==> config.mk <==
export PLATFORM = sky130hd
export DESIGN_NAME = gcd_engine
export DESIGN_NICKNAME = d
export VERILOG_FILES = /design/src/rtl/gcd_engine.sv
export SDC_FILE = /design/constraint.sdc
export NUM_CORES = 1
export LEC_CHECK = 0
export BUFFER_PORTS_ARGS = -buffer_cell sky130_fd_sc_hd__buf_2
export CORE_ASPECT_RATIO = 1.1
export CORE_MARGIN = 3
export CORE_UTILIZATION = 50
export DETAILED_ROUTE_END_ITERATION = 7
export PLACE_DENSITY = 0.8
export SYNTH_ARGS = -nofsm -noshare
export SYNTH_HDL_FRONTEND = slang
export SYNTH_SLANG_ARGS = --single-unit
==> constraint.sdc <==
create_clock -name clock -period 6.7 [get_ports clock]
set_input_delay 1.34 -clock clock [delete_from_list [all_inputs] [get_ports clock]]
set_output_delay 1.34 -clock clock [all_outputs]
set_load 0.02 [all_outputs]
==> src/rtl/gcd_engine.sv <==
// Subtractive-Euclid GCD engine: IDLE/RUN/DONE controller and WIDTH-bit datapath.
// Optional GCD_ITER_COUNT_EN adds the iterations port and subtraction counter.
module gcd_engine #(
  parameter int unsigned WIDTH = 16
) (
  input  logic             clock,
  input  logic             reset_n,
  input  logic             start,
  input  logic             abort,
  input  logic [WIDTH-1:0] a_in,
  input  logic [WIDTH-1:0] b_in,
  output logic             busy,
  output logic             done,
  output logic [WIDTH-1:0] result
`ifdef GCD_ITER_COUNT_EN
  ,
  output logic [WIDTH-1:0] iterations
`endif
);

  typedef enum logic [1:0] {
    IDLE = 2'd0,
    RUN  = 2'd1,
    DONE = 2'd2
  } state_t;

  state_t           state_q, state_d;
  logic [WIDTH-1:0] x_q, x_d;
  logic [WIDTH-1:0] y_q, y_d;
  logic [WIDTH-1:0] result_d;
  logic             busy_d;
  logic             done_d;
  logic             terminal;

`ifdef GCD_ITER_COUNT_EN
  logic [WIDTH-1:0] iter_q, iter_d;
  logic [WIDTH-1:0] iterations_d;
`endif

  // Either operand zero or both equal ends the subtraction loop.
  assign terminal = (x_q == y_q) || (x_q == '0) || (y_q == '0);

  // Next-state, datapath and registered-output decode.
  always_comb begin
    state_d  = state_q;
    x_d      = x_q;
    y_d      = y_q;
    result_d = result;
    busy_d   = 1'b0;
    done_d   = 1'b0;
`ifdef GCD_ITER_COUNT_EN
    iter_d       = iter_q;
    iterations_d = iterations;
`endif
    case (state_q)
      IDLE: begin
        if (start) begin
          x_d     = a_in;
          y_d     = b_in;
          state_d = RUN;
          busy_d  = 1'b1;
`ifdef GCD_ITER_COUNT_EN
          iter_d  = '0;
`endif
        end
      end
      RUN: begin
        if (abort) begin
          state_d = IDLE;
        end else if (terminal) begin
          result_d = (x_q == '0) ? y_q : x_q;
          state_d  = DONE;
          done_d   = 1'b1;
`ifdef GCD_ITER_COUNT_EN
          iterations_d = iter_q;
`endif
        end else begin
          busy_d = 1'b1;
          if (x_q > y_q) begin
            x_d = x_q - y_q;
          end else begin
            y_d = y_q - x_q;
          end
`ifdef GCD_ITER_COUNT_EN
          iter_d = iter_q + WIDTH'(1);
`endif
        end
      end
      DONE: begin
        state_d = IDLE;
      end
      default: begin
        state_d = IDLE;
      end
    endcase
  end

  // State, datapath and output registers.
  always_ff @(posedge clock or negedge reset_n) begin
    if (!reset_n) begin
      state_q <= IDLE;
      x_q     <= '0;
      y_q     <= '0;
      result  <= '0;
      busy    <= 1'b0;
      done    <= 1'b0;
`ifdef GCD_ITER_COUNT_EN
      iter_q     <= '0;
      iterations <= '0;
`endif
    end else begin
      state_q <= state_d;
      x_q     <= x_d;
      y_q     <= y_d;
      result  <= result_d;
      busy    <= busy_d;
      done    <= done_d;
`ifdef GCD_ITER_COUNT_EN
      iter_q     <= iter_d;
      iterations <= iterations_d;
`endif
    end
  end

endmodule

== Word level (Yosys, flattened, before mapping) ==
Cells that the tools add are included.
Operators by class
  add/sub/neg operators: 2
  $lt $le $gt $ge: 1
  equality and inequality tests: 8
  muxes and demuxes: 22
  bitwise logic cells: 1
  reduce and logical (&&, ||, !) cells: 10
Operator list (count)
  $mux W16: 9
  $pmux W16 S2: 2
  $logic_not A16 Y1: 2
  $sub A16 B16 Y16: 2
  $eq A16 B16 Y1: 1
  $gt A16 B16 Y1: 1
  $ne A2 B2 Y1 const B: 5
  $reduce_and A5 Y1: 2
  $mux W1: 6
  $mux W2: 3
  $pmux W2 S2: 1
  $ne A3 B3 Y1 const B: 1
  $reduce_and A3 Y1: 1
  $eq A2 B1 Y1 const B: 1
  $logic_not A2 Y1: 1
  $logic_or A1 B1 Y1: 2
  $pmux W1 S2: 1
  $reduce_and A2 Y1: 1
  $reduce_bool A2 Y1: 1
  $not A1 Y1: 1
Storage, ports and cells
  register bits: 52
  output and inout port bits: 18

== Longest topological paths before layout ==
Gate-level depths: netlist of run 1.
  word-level depth: 6
  depth in mapped cells: 10

== Worst setup path after synthesis of run 1 ==
OpenSTA, ideal clock, no wires.
  path type: reg2reg
  start point: register x_q[0]
  end point: register y_q[10]
  data arrival time: 2.527 ns
  setup slack: 4.048 ns
  cell stages (with the launch flop): 11
  path buffers: 1
  period minus slack after synthesis: 2.652 ns
  cell sequence: dfrtp_1 inv_1 ha_1 fa_1 nand2b_1 a2111oi_2 nor2_1 o31ai_2 a21boi_4 buf_6 mux2_4
Between the ends
  cells in the longest elaborated chain, start to end: 5
RTL lines
  start, declared: RTL line 28  | logic [WIDTH-1:0] x_q, x_d;
  start signal, assigned: RTL line 102  | x_q <= '0;
  start signal, assigned: RTL line 113  | x_q <= x_d;
  $sub A16 B16 Y16 (tied with other cells): RTL line 82  | y_d = y_q - x_q;
  $mux W16 or $logic_or A1 B1 Y1 (tied branches): RTL line 79, 41
  $mux W16 or $logic_or A1 B1 Y1 (tied branches): RTL line 70, 41
  $mux W16 or $ne A2 B2 Y1 (tied branches)
  $pmux W16 S2 or $reduce_and A5 Y1 (tied branches)
  end signal, assigned: RTL line 114  | y_q <= y_d;
  end, declared: RTL line 29  | logic [WIDTH-1:0] y_q, y_d;
Parallel ways exist; a longest one is shown, timed or not. The select of a mux whose other input is x is not followed.
A chain may end at the register's enable or synchronous reset.

== Final worst setup path of run 1 ==
  start point: register x_q[0]
  end point: register x_q[12]
Between the ends
  cells in the longest elaborated chain, start to end: 5
RTL lines
  $sub A16 B16 Y16 (tied with other cells): RTL line 80  | x_d = x_q - y_q;
  $mux W16 or $logic_or A1 B1 Y1 (tied branches): RTL line 79, 41
  $mux W16 or $logic_or A1 B1 Y1 (tied branches): RTL line 70, 41
  $mux W16 or $ne A2 B2 Y1 (tied branches)
  $pmux W16 S2 or $reduce_and A5 Y1 (tied branches)
Parallel ways exist; a longest one is shown, timed or not. The select of a mux whose other input is x is not followed.

==> summary.md, run 1 <==
| Metric | Value |
|---|---|
| Status | `complete, no violations` |
| Initial antenna violation count | `0` |
| Post-DP HPWL | `9.31 mm` |
| Total power | `2750 uW` |
| Largest net degree at the start of global routing | `57` |
| DRC violations left | `0` |
| Post-route cell area | `4640 sq um` |
| Worst path cell trace | `inv_1, ha_1, fa_1, nand2b_1, a2111oi_2, nor2_1, o221ai_1, nand2_2, mux2_1` |
| Max Cap Viol | `0` |
| Maximum clock rate | `0.309 GHz` |
| Nets | `610` |
| Vias | `4029` |
| Max_slew headroom | `29.1%` |
| Starting Density | `52.5%` |
| Placed Area | `4550 sq um` |
| Setup repair bufs after CTS | `0` |
| Type of the setup path with the least slack | `flip-flop to flip-flop` |
| Syn nets | `573` |
| Gate power share | `72.1%` |
| Pwr Density | `591 nW/um^2` |
| Final setup margin | `3460 ps` |
| Top layer in use | `met4` |
| Routed wl met3 | `865 um` |
| Wl on met1 | `4.84 mm` |
| Worst path max stage delay | `450 ps` |
| Commonest non-fill, non-tap cell in the layout | `a21oi_1` |
| Leading area contributor after synthesis | `dfrtp_1` |
| Cells after Synth | `504` |
| Clock network power share | `6.9%` |
| Routed len/inst | `18.4 um` |
| Max FO, Critical Path | `16` |
| Final ANT Viol Nets | `0` |
| Worst Clk Skew | `9.96 ps` |
| Switching Share | `54.4%` |
| Setup TNS | `0 ps` |
| Number of fill cells | `732` |
| Clock sink count | `52` |
| Pint | `1250 uW` |
| Rows | `34` |
| Final Hold Fails | `0` |
| CTS tree | `built` |
| Resize count post-CTS | `0` |
| Routability cong. | `0.933` |
| Final period util | `48.3%` |
| Yosys Warn Count | `0` |
| Met2 routed WL | `5.69 mm` |
| Chip width | `93.8 um` |
| Core ar. | `8080 sq um` |
| Later-pin clock latency in the skew report | `310 ps` |
| GRT Util Overall | `25.4%` |
| Die area | `9630 sq um` |
| Vias per Instance | `6.20` |
| 1st-pass router iterations | `5` |
| Required @ worst endpoint | `6900 ps` |
| Seq/Total Area, Yosys | `30.7%` |
| P_sw | `1490 uW` |
| Clk pin slew, worst setup/hold paths | `100 ps` |
| Min Tclk post-route | `3240 ps` |
| Final Max Slew Viols | `0` |
| Sequential share of power | `21.0%` |
| Gr ovfl total | `0` |
| Die Ht | `103 um` |
| Register bit total from synthesis | `52` |
| # hold bufs at CTS | `0` |
| Largest cells by area after synthesis | `dfrtp_1 31%, ha_1 9.1%, a21oi_1 7.9%, nor2_1 4.6%, mux2i_1 4.0%` |
| Post-Syn Area per Cell | `8.42 sq um` |
| Synth async-reset ratio | `100%` |
| First-pass GRT wire length | `19.3 mm` |
| Worst Max-Slew Pin Slew | `1060 ps` |
| Most frequent cells in the layout | `67 x a21oi_1, 53 x buf_2, 52 x nor2_1, 52 x dfrtp_1, 39 x nand2_1` |
| IO Count | `54` |
| Unrepaired setup endpoints after global routing | `false` |
| Max VDD drop | `435 uV` |
| Worst Setup End Kind | `flip-flop` |
| Clock buffer depth | `2` |
| H-tree Lvls | `2` |
| Yosys cell types | `66` |
| Top cell type's share of synthesized area | `30.7%` |
| Area growth syn-to-layout | `9.47%` |
| Setup WS pre-CTS | `3550 ps` |
| Fin util | `57.5%` |
| Hold Path Class | `flip-flop to flip-flop` |
| Cts bufs inserted | `5` |
| Pleak | `0.00217 uW` |
| Share of cells above drive strength 1 | `17.5%` |
| CP arrival | `3430 ps` |
| Final setup vio count | `0` |
| # diodes | `0` |
| Number of synthesized flops with an enable pin | `0` |
| Root Driver | `clkbuf_8` |
| Number of global-route vias before repair | `3916` |
| Port-buffer cells | `53` |
| Post-Syn Area | `4240 sq um` |
| CP startpoint kind | `flip-flop` |
| Synth Flop Type | `dfrtp_1` |
| Routed WL | `12.0 mm` |
| Crit-path slowest cell | `a2111oi_2` |
| DR iter-0 viols | `243` |
==> final timing paths <==
path	startpoint	end	slack, ps	depth (start not counted)
setup / recovery	x_q[0]	x_q[12]	3460	9
hold / removal	result[7]	result[7]	530	2
setup reg to reg	x_q[0]	x_q[12]	3460	9
hold reg to reg	result[7]	result[7]	530	2
max in group asynchronous	reset_n	result[2]	5110	2
min in group asynchronous	reset_n	x_q[13]	1130	2
==> critical path: cells and delay by family, from the launching register on <==
kind	cells	cell delay, ps
simple gates	3	810
compound gates	2	710
fa+ha+maj	2	660
mux	1	430
flops	1	420
buf+inv	1	80
==> state kept, by name, indices dropped and copies added (netlist names) <==
name	flops
x_q	16
y_q	16
busy	1
state_q	2
done	1
result	16
==> stage by stage <==
| step | instances | hold slack [ps] |
|---|---|---|
| floorplan | 504 | 518 |
| global placement | 642 | 504 |
| detailed placement | 642 | 513 |
| CTS | 650 | 535 |
| global route | 650 | 567 |
| finish | 650 | 528 |
==> area by class of cell <==
type,instances,area [sq um],share of cell area [%]
multi-input combinational,388,2680,57.7
clock inverter,3,27.5,0.593
tap,108,135,2.91
timing repair buffer,56,288,6.20
clock buffer,5,68.8,1.48
inverter,38,143,3.07
sequential,52,1300,28.0
==> Yosys cell counts (7+ instances only) <==
cell type	n
a21oi_1	67
dfrtp_1	52
nor2_1	52
nand2_1	39
inv_1	38
o21ai_0	33
ha_1	31
mux2i_1	17
clkbuf_1	13
mux2_2	12
nand4_1	11
nand3_1	10
o21a_1	9
nor4_1	8
and4_1	7
==> power groups by stage <==
stage / Clock, uW / Sequential (uW) / Combinational, uW
after global routing: 205 / 593 / 2180
after CTS: 193 / 572 / 1950
after detailed placement: 0 / 579 / 1930
final: 189 / 577 / 1980
after global placement: 0 / 570 / 1900
after floorplan: 0 / 532 / 1500
==> per-layer routing <==
layer / vias up / global-route usage (%)
li1: 1895 / -
met3: 41 / 4.09
met1: 1928 / 32.4
met4: 0 / 12.7
met2: 165 / 42.1
met5: - / 0
==> logic make-up (layout without fill, tap and decap cells) <==
logic type | after synthesis | in the layout | synth area share [%]
muxes | 35 | 35 | 9.14
and+or+nand+nor | 158 | 158 | 19.1
buffers and inverters | 64 | 102 | 6.34
adders and majority gates | 33 | 33 | 10.1
AOI/OAI and AO/OA | 155 | 155 | 23.2
xor gates and xnor gates | 7 | 7 | 1.45
DFF | 52 | 52 | 30.7
Note: power is estimated with default switching activity, not from simulation.
==> run 2: changes to the inputs <==
- clock period: 6.7 -> 3 ns (I/O delays scaled with it)
==> run 2 against run 1 <==
  * Critical path depth up 1
  * Die area unchanged
  * Total power rose by 140%
  * Sequential cell count stayed put
==> summary.md, run 2 (synthesized netlist as in run 1, its figures left out) <==
| Metric | Value |
|---|---|
| Clock sink count | `52 (unchanged)` |
| Routability cong. | `1.04 (+12%)` |
| Rows | `34 (unchanged)` |
| Max VDD drop | `753 uV (+73%)` |
| Reg-to-reg startpoint | `x_q[0]` |
| Gr ovfl total | `0 (unchanged)` |
| Max Cap Viol | `0 (unchanged)` |
| Total power | `6530 uW (+140%)` |
| CP startpoint | `x_q[0]` |
| Initial antenna violation count | `0 (unchanged)` |
| Chip width | `93.8 um (unchanged)` |
| Worst reg-to-reg setup slack | `80 ps (-3380 ps)` |
| DRC violations left | `0 (unchanged)` |
| Most frequent cells in the layout | `67 x a21oi_1, 53 x buf_2, 52 x dfrtp_1` |
| Status | `complete, no violations` |
| Root Driver | `clkbuf_8` |
| Post-DP HPWL | `9.83 mm (+5.6%)` |
| Worst Max-Slew Pin Slew | `799 ps (-261 ps)` |
| Placed insts | `665 (+3.6%)` |
| Final setup vio count | `0 (unchanged)` |
| CTS tree | `built` |
| Cts bufs inserted | `5 (unchanged)` |
| Max_slew headroom | `46.6% (+18 points)` |
| Biggest regs | `result (16), x_q (16), y_q (16)` |
| Die Ht | `103 um (unchanged)` |
| Worst Clk Skew | `8.39 ps (-1.56 ps)` |
| IO Count | `54 (unchanged)` |
| Routed len/inst | `18.8 um (+1.8%)` |
| Final period util | `97.2% (+49 points)` |
| Pint | `3030 uW (+140%)` |
| Clock buffer depth | `2 (unchanged)` |
| Final ANT Viol Nets | `0 (unchanged)` |
| Clk pin slew, worst setup/hold paths | `110 ps (about the same)` |
| Hold Path Class | `input port to async pin` |
| CP startpoint kind | `flip-flop` |
| CP arrival | `3130 ps (-300 ps)` |
| Gate power share | `73.3% (+1.2 points)` |
| Required @ worst endpoint | `3210 ps (-3690 ps)` |
| 1st-pass router iterations | `8 (+3)` |
| Commonest non-fill, non-tap cell in the layout | `a21oi_1` |
| Worst path cell trace | `inv_1, ha_1, fa_1, nand2b_1, a2111oi_4, nor2_2, o31ai_4, a21boi_4, buf_4, mux2_4` |
| Starting Density | `52.5% (unchanged)` |
| Final Hold Fails | `0 (unchanged)` |
| Crit-path slowest cell | `fa_1` |
| Setup repair bufs after CTS | `0 (unchanged)` |
| Switching Share | `53.7% (-0.76 points)` |
| Routed WL | `12.6 mm (+5.4%)` |
| Largest net degree at the start of global routing | `37 (-35%)` |
| Unrepaired setup endpoints after global routing | `true` |
| Pwr Density | `1350 nW/um^2 (+130%)` |
| Maximum clock rate | `0.343 GHz (+11%)` |
| GRT Util Overall | `26.5% (+1.0 points)` |
| Share of cells above drive strength 1 | `21.1% (+3.5 points)` |
| H-tree Lvls | `2 (unchanged)` |
| Number of global-route vias before repair | `3962 (+1.2%)` |
| Later-pin clock latency in the skew report | `320 ps (about the same)` |
| DR iter-0 viols | `508 (+110%)` |
| Min Tclk post-route | `2920 ps (-321 ps)` |
| Nets | `633 (+3.8%)` |
| Final Max Slew Viols | `0 (unchanged)` |
| Vias | `4231 (+5.0%)` |
| Port-buffer cells | `53 (unchanged)` |
| Number of fill cells | `701 (-4.2%)` |
| Clock network power share | `6.7% (-0.2 points)` |
| First-pass GRT wire length | `20.1 mm (+4.1%)` |
| Sequential share of power | `19.9% (-1.1 points)` |
| Worst path max stage delay | `430 ps (-20 ps)` |
| Vias per Instance | `6.29 (+1.4%)` |
| Layout Cells excl Fill | `673 (+3.5%)` |
| Pleak | `0.00228 uW (+5.3%)` |
| P_sw | `3500 uW (+130%)` |
| Type of the setup path with the least slack | `flip-flop to flip-flop` |
| Die area | `9630 sq um (unchanged)` |
| # diodes | `0 (unchanged)` |
| Max FO, Critical Path | `9 (-7)` |
| Area growth syn-to-layout | `14.2%` |
| Core ar. | `8080 sq um (unchanged)` |
| Worst Setup End Kind | `flip-flop` |
==> run 2: per-stage QoR <==
stage | hold WS [ps] | TNS [ps] | worst slack [ps] | area, sq um | utilization [%]
detailed placement | 511 | 0 | 108 | 4720 | 58.4
floorplan | 304 | 0 | 348 | 4240 | -
global route | 222 | -243 | -56.5 | 4840 | 59.9
finish | 201 | 0 | 84.9 | 4840 | 59.9
global placement | 503 | 0 | 233 | 4720 | 58.4
CTS | 215 | 0 | 65.7 | 4820 | 59.6
==> run 2: path summary, 6_finish.rpt <==
kind,end,cells after the start
hold reg to reg,result[13],2
setup / recovery,y_q[10],10
setup reg to reg,y_q[10],10
hold / removal,y_q[5],1
min in group clock,state_q[1],2
max in group asynchronous,y_q[7],2
==> run 2: final cells by class <==
type	instances	area [sq um]	area share (%)
Multi-Input combinational cell	388	2710	55.9
Sequential cell	52	1300	26.9
Timing Repair Buffer	79	460	9.50
Inverter	38	143	2.94
Tap cell	108	135	2.79
Clock buffer	5	68.8	1.42
Clock inverter	3	26.3	0.542
==> run 2: repair_timing <==
action                                  in CTS  in global routing
endpoints found under the setup margin       0                 24
hold buffers                                 0                  0
resized for setup                            0                  4
==> run 2: per-layer routing <==
metal / global-route usage [%] / share of wire, %
met1: 34.0 / 39
met2: 43.3 / 46
met3: 4.38 / 8.4
met4: 13.2 / 6.0
met5: 0 / 0
==> run 2: power groups by stage <==
stage	registers [uW]	clock network, uW	logic [uW]
floorplan	1190	0	3350
global placement	1280	0	4470
detailed placement	1300	0	4570
CTS	1280	440	4620
global route	1330	468	5240
finish	1300	439	4790
==> run 2: critical path: cells and delay by family (launching register included) <==
| kind | cells | cell delay (ps) |
|---|---|---|
| compound gates | 3 | 750 |
| fa+ha+maj | 2 | 660 |
| flops | 1 | 420 |
| simple gates | 2 | 380 |
| mux | 1 | 310 |
| buf+inv | 2 | 280 |
==> run 3: changes to the inputs <==
- PLACE_DENSITY: 0.8 -> 0.72
==> run 3 against run 2 <==
  * Non-clock buffer count up 16
  * Clock-buffer cell count up 1
  * Die area unchanged
  * Cell count up 2.5%
  * Maximum frequency up 1.3%
  * Clock power down 5.7%
  * Critical path depth down 1
  * Global-route usage up 1.1 points
  * Register-to-register slack better by 40 ps
  * Worst hold slack worse by 2.3 ps
  * Via count down 0.78%
  * Cell area up 3.2%
  * Largest power group unchanged
  * Highest routed layer unchanged
==> summary.md, run 3 (synthesized netlist as in run 1, its figures left out) <==
| Metric | Value |
|---|---|
| Number of fill cells | `746 (+6.4%)` |
| FF-to-FF End | `y_q[7]` |
| Required @ worst endpoint | `3200 ps (about the same)` |
| Clock sink count | `52 (unchanged)` |
| Final ANT Viol Nets | `0 (unchanged)` |
| Port-buffer cells | `53 (unchanged)` |
| Worst Clk Skew | `6.58 ps (-1.81 ps)` |
| Routed len/inst | `19.2 um (+2.2%)` |
| Max_slew headroom | `60.1% (+14 points)` |
| Final setup vio count | `0 (unchanged)` |
| Die area | `9630 sq um (unchanged)` |
| Reg-to-reg startpoint | `x_q[0]` |
| Starting Density | `52.5% (unchanged)` |
| Min Tclk post-route | `2880 ps (-38.5 ps)` |
| Share of cells above drive strength 1 | `23.7% (+2.6 points)` |
| Die Ht | `103 um (unchanged)` |
| Placed insts | `676 (+1.7%)` |
| Chip width | `93.8 um (unchanged)` |
| CP arrival | `3080 ps (-50 ps)` |
| Max FO, Critical Path | `6 (-3)` |
| Later-pin clock latency in the skew report | `310 ps (about the same)` |
| Worst reg-to-reg setup slack | `120 ps (+40 ps)` |
| Clock buffer depth | `2 (unchanged)` |
| Nets | `650 (+2.7%)` |
| Root Driver | `clkbuf_8` |
| Total power | `6820 uW (+4.5%)` |
| Routability cong. | `1.05 (+0.79%)` |
| Cts bufs inserted | `5 (unchanged)` |
| Max Cap Viol | `0 (unchanged)` |
| Pleak | `0.00237 uW (+3.7%)` |
| 1st-pass router iterations | `7 (-1)` |
| Final Hold Fails | `0 (unchanged)` |
| Layout Cells excl Fill | `690 (+2.5%)` |
| Vias per Instance | `6.08 (-3.2%)` |
| Rows | `34 (unchanged)` |
| CTS tree | `built` |
| Max VDD drop | `855 uV (+14%)` |
| Type of the setup path with the least slack | `flip-flop to flip-flop` |
| Hold Path Class | `input port to async pin` |
| Maximum clock rate | `0.348 GHz (+1.3%)` |
| Clk pin slew, worst setup/hold paths | `100 ps (about the same)` |
| H-tree Lvls | `2 (unchanged)` |
| CP startpoint kind | `flip-flop` |
| Status | `complete, no violations` |
| Setup TNS | `0 ps (unchanged)` |
| Biggest regs | `result (16), x_q (16), y_q (16)` |
| Register area | `1300 sq um (unchanged)` |
| DRC violations left | `0 (unchanged)` |
| Initial antenna violation count | `0 (unchanged)` |
| Gr ovfl total | `0 (unchanged)` |
| Core ar. | `8080 sq um (unchanged)` |
| Final period util | `95.9% (-1.3 points)` |
| Number of global-route vias before repair | `4067 (+2.7%)` |
| # diodes | `0 (unchanged)` |
| GRT Util Overall | `27.6% (+1.1 points)` |
| Multi-input logic area | `2740 sq um (+1.0%)` |
| IO Count | `54 (unchanged)` |
| DR iter-0 viols | `357 (-30%)` |
| Pwr Density | `1370 nW/um^2 (+1.3%)` |
| Vias | `4198 (-0.78%)` |
| Unrepaired setup endpoints after global routing | `false` |
| Worst Reg-to-Reg Cells | `9 (-1)` |
| Worst Setup End Kind | `flip-flop` |
| Largest net degree at the start of global routing | `57 (+54%)` |
| First-pass GRT wire length | `20.6 mm (+3.0%)` |
| Final Max Slew Viols | `0 (unchanged)` |
| Worst Max-Slew Pin Slew | `598 ps (-201 ps)` |
| Commonest non-fill, non-tap cell in the layout | `a21oi_1` |
| Area growth syn-to-layout | `17.8%` |
| CP startpoint | `x_q[0]` |
| Routed WL | `13.2 mm (+4.8%)` |
| Most frequent cells in the layout | `67 x a21oi_1, 53 x buf_2, 52 x dfrtp_1` |
| Post-DP HPWL | `9.96 mm (+1.3%)` |
[run 3: changes by cell type in the layout (fill, tap and decap cells not counted), sizes merged]
cell,before,now
inv,39,38
clkinvlp,2,1
clkinv,0,1
buf,79,95
clkbuf,5,6
a21boi,1,2
[run 3: layer usage]
layer | share of wire (%) | track usage, %
met2 | 49 | 48.0
met1 | 40 | 34.1
met3 | 6.7 | 4.09
met5 | 0 | 0
met4 | 4.2 | 12.0
[run 3: worst max path at each step]
stage	endpoint	cells after the start	slack, ps
after floorplan	y_q[10]	10	350
after global placement	x_q[15]	9	70
after detailed placement	x_q[12]	9	-5
after CTS	y_q[13]	9	20
after global routing	y_q[13]	9	6
final	y_q[7]	9	120
[run 3: final cells by class]
| type | instances | share of cell area [%] |
|---|---|---|
| clock inverter | 2 | 0.325 |
| sequential | 52 | 26.0 |
| timing repair buffer | 95 | 11.9 |
| inverter | 38 | 2.85 |
| multi-input combinational | 389 | 54.8 |
| tap | 108 | 2.70 |
| clock buffer | 6 | 1.45 |
[run 3: report_power, final]
group	switching, uW	leakage [uW]	internal (uW)
Combinational	3070	0.00171	2120
Clock	247	0.0000414	167
Sequential	280	0.000618	946
Total	3590	0.00237	3230
[run 3: timing repair]
| item | in CTS | in global routing |
|---|---|---|
| cloned | 0 | 1 |
| buffers inserted | 0 | 5 |
| endpoints found under the setup margin | 8 | 32 |
| pin swaps | 0 | 3 |
| resized for setup | 1 | 7 |
| hold buffers | 0 | 0 |
[run 3: through the flow]
stage	util, %	hold WS [ps]	cell area (sq um)	worst slack, ps
CTS	60.6	207	4900	24.3
global route	61.8	211	5000	6.18
finish	61.8	198	5000	123
global placement	59.4	505	4800	67.6
detailed placement	59.4	513	4800	-4.92
floorplan	-	304	4240	348
[run 3: worst max-delay path: stages, from the launching register on]
cell and delay [ps]:
dfrtp_1 400, inv_1 90, ha_1 230, fa_2 370, nand2b_2 230, a2111oi_4 480, nor2_4 110, o31ai_4 340
a21boi_2 210, mux2_2 310
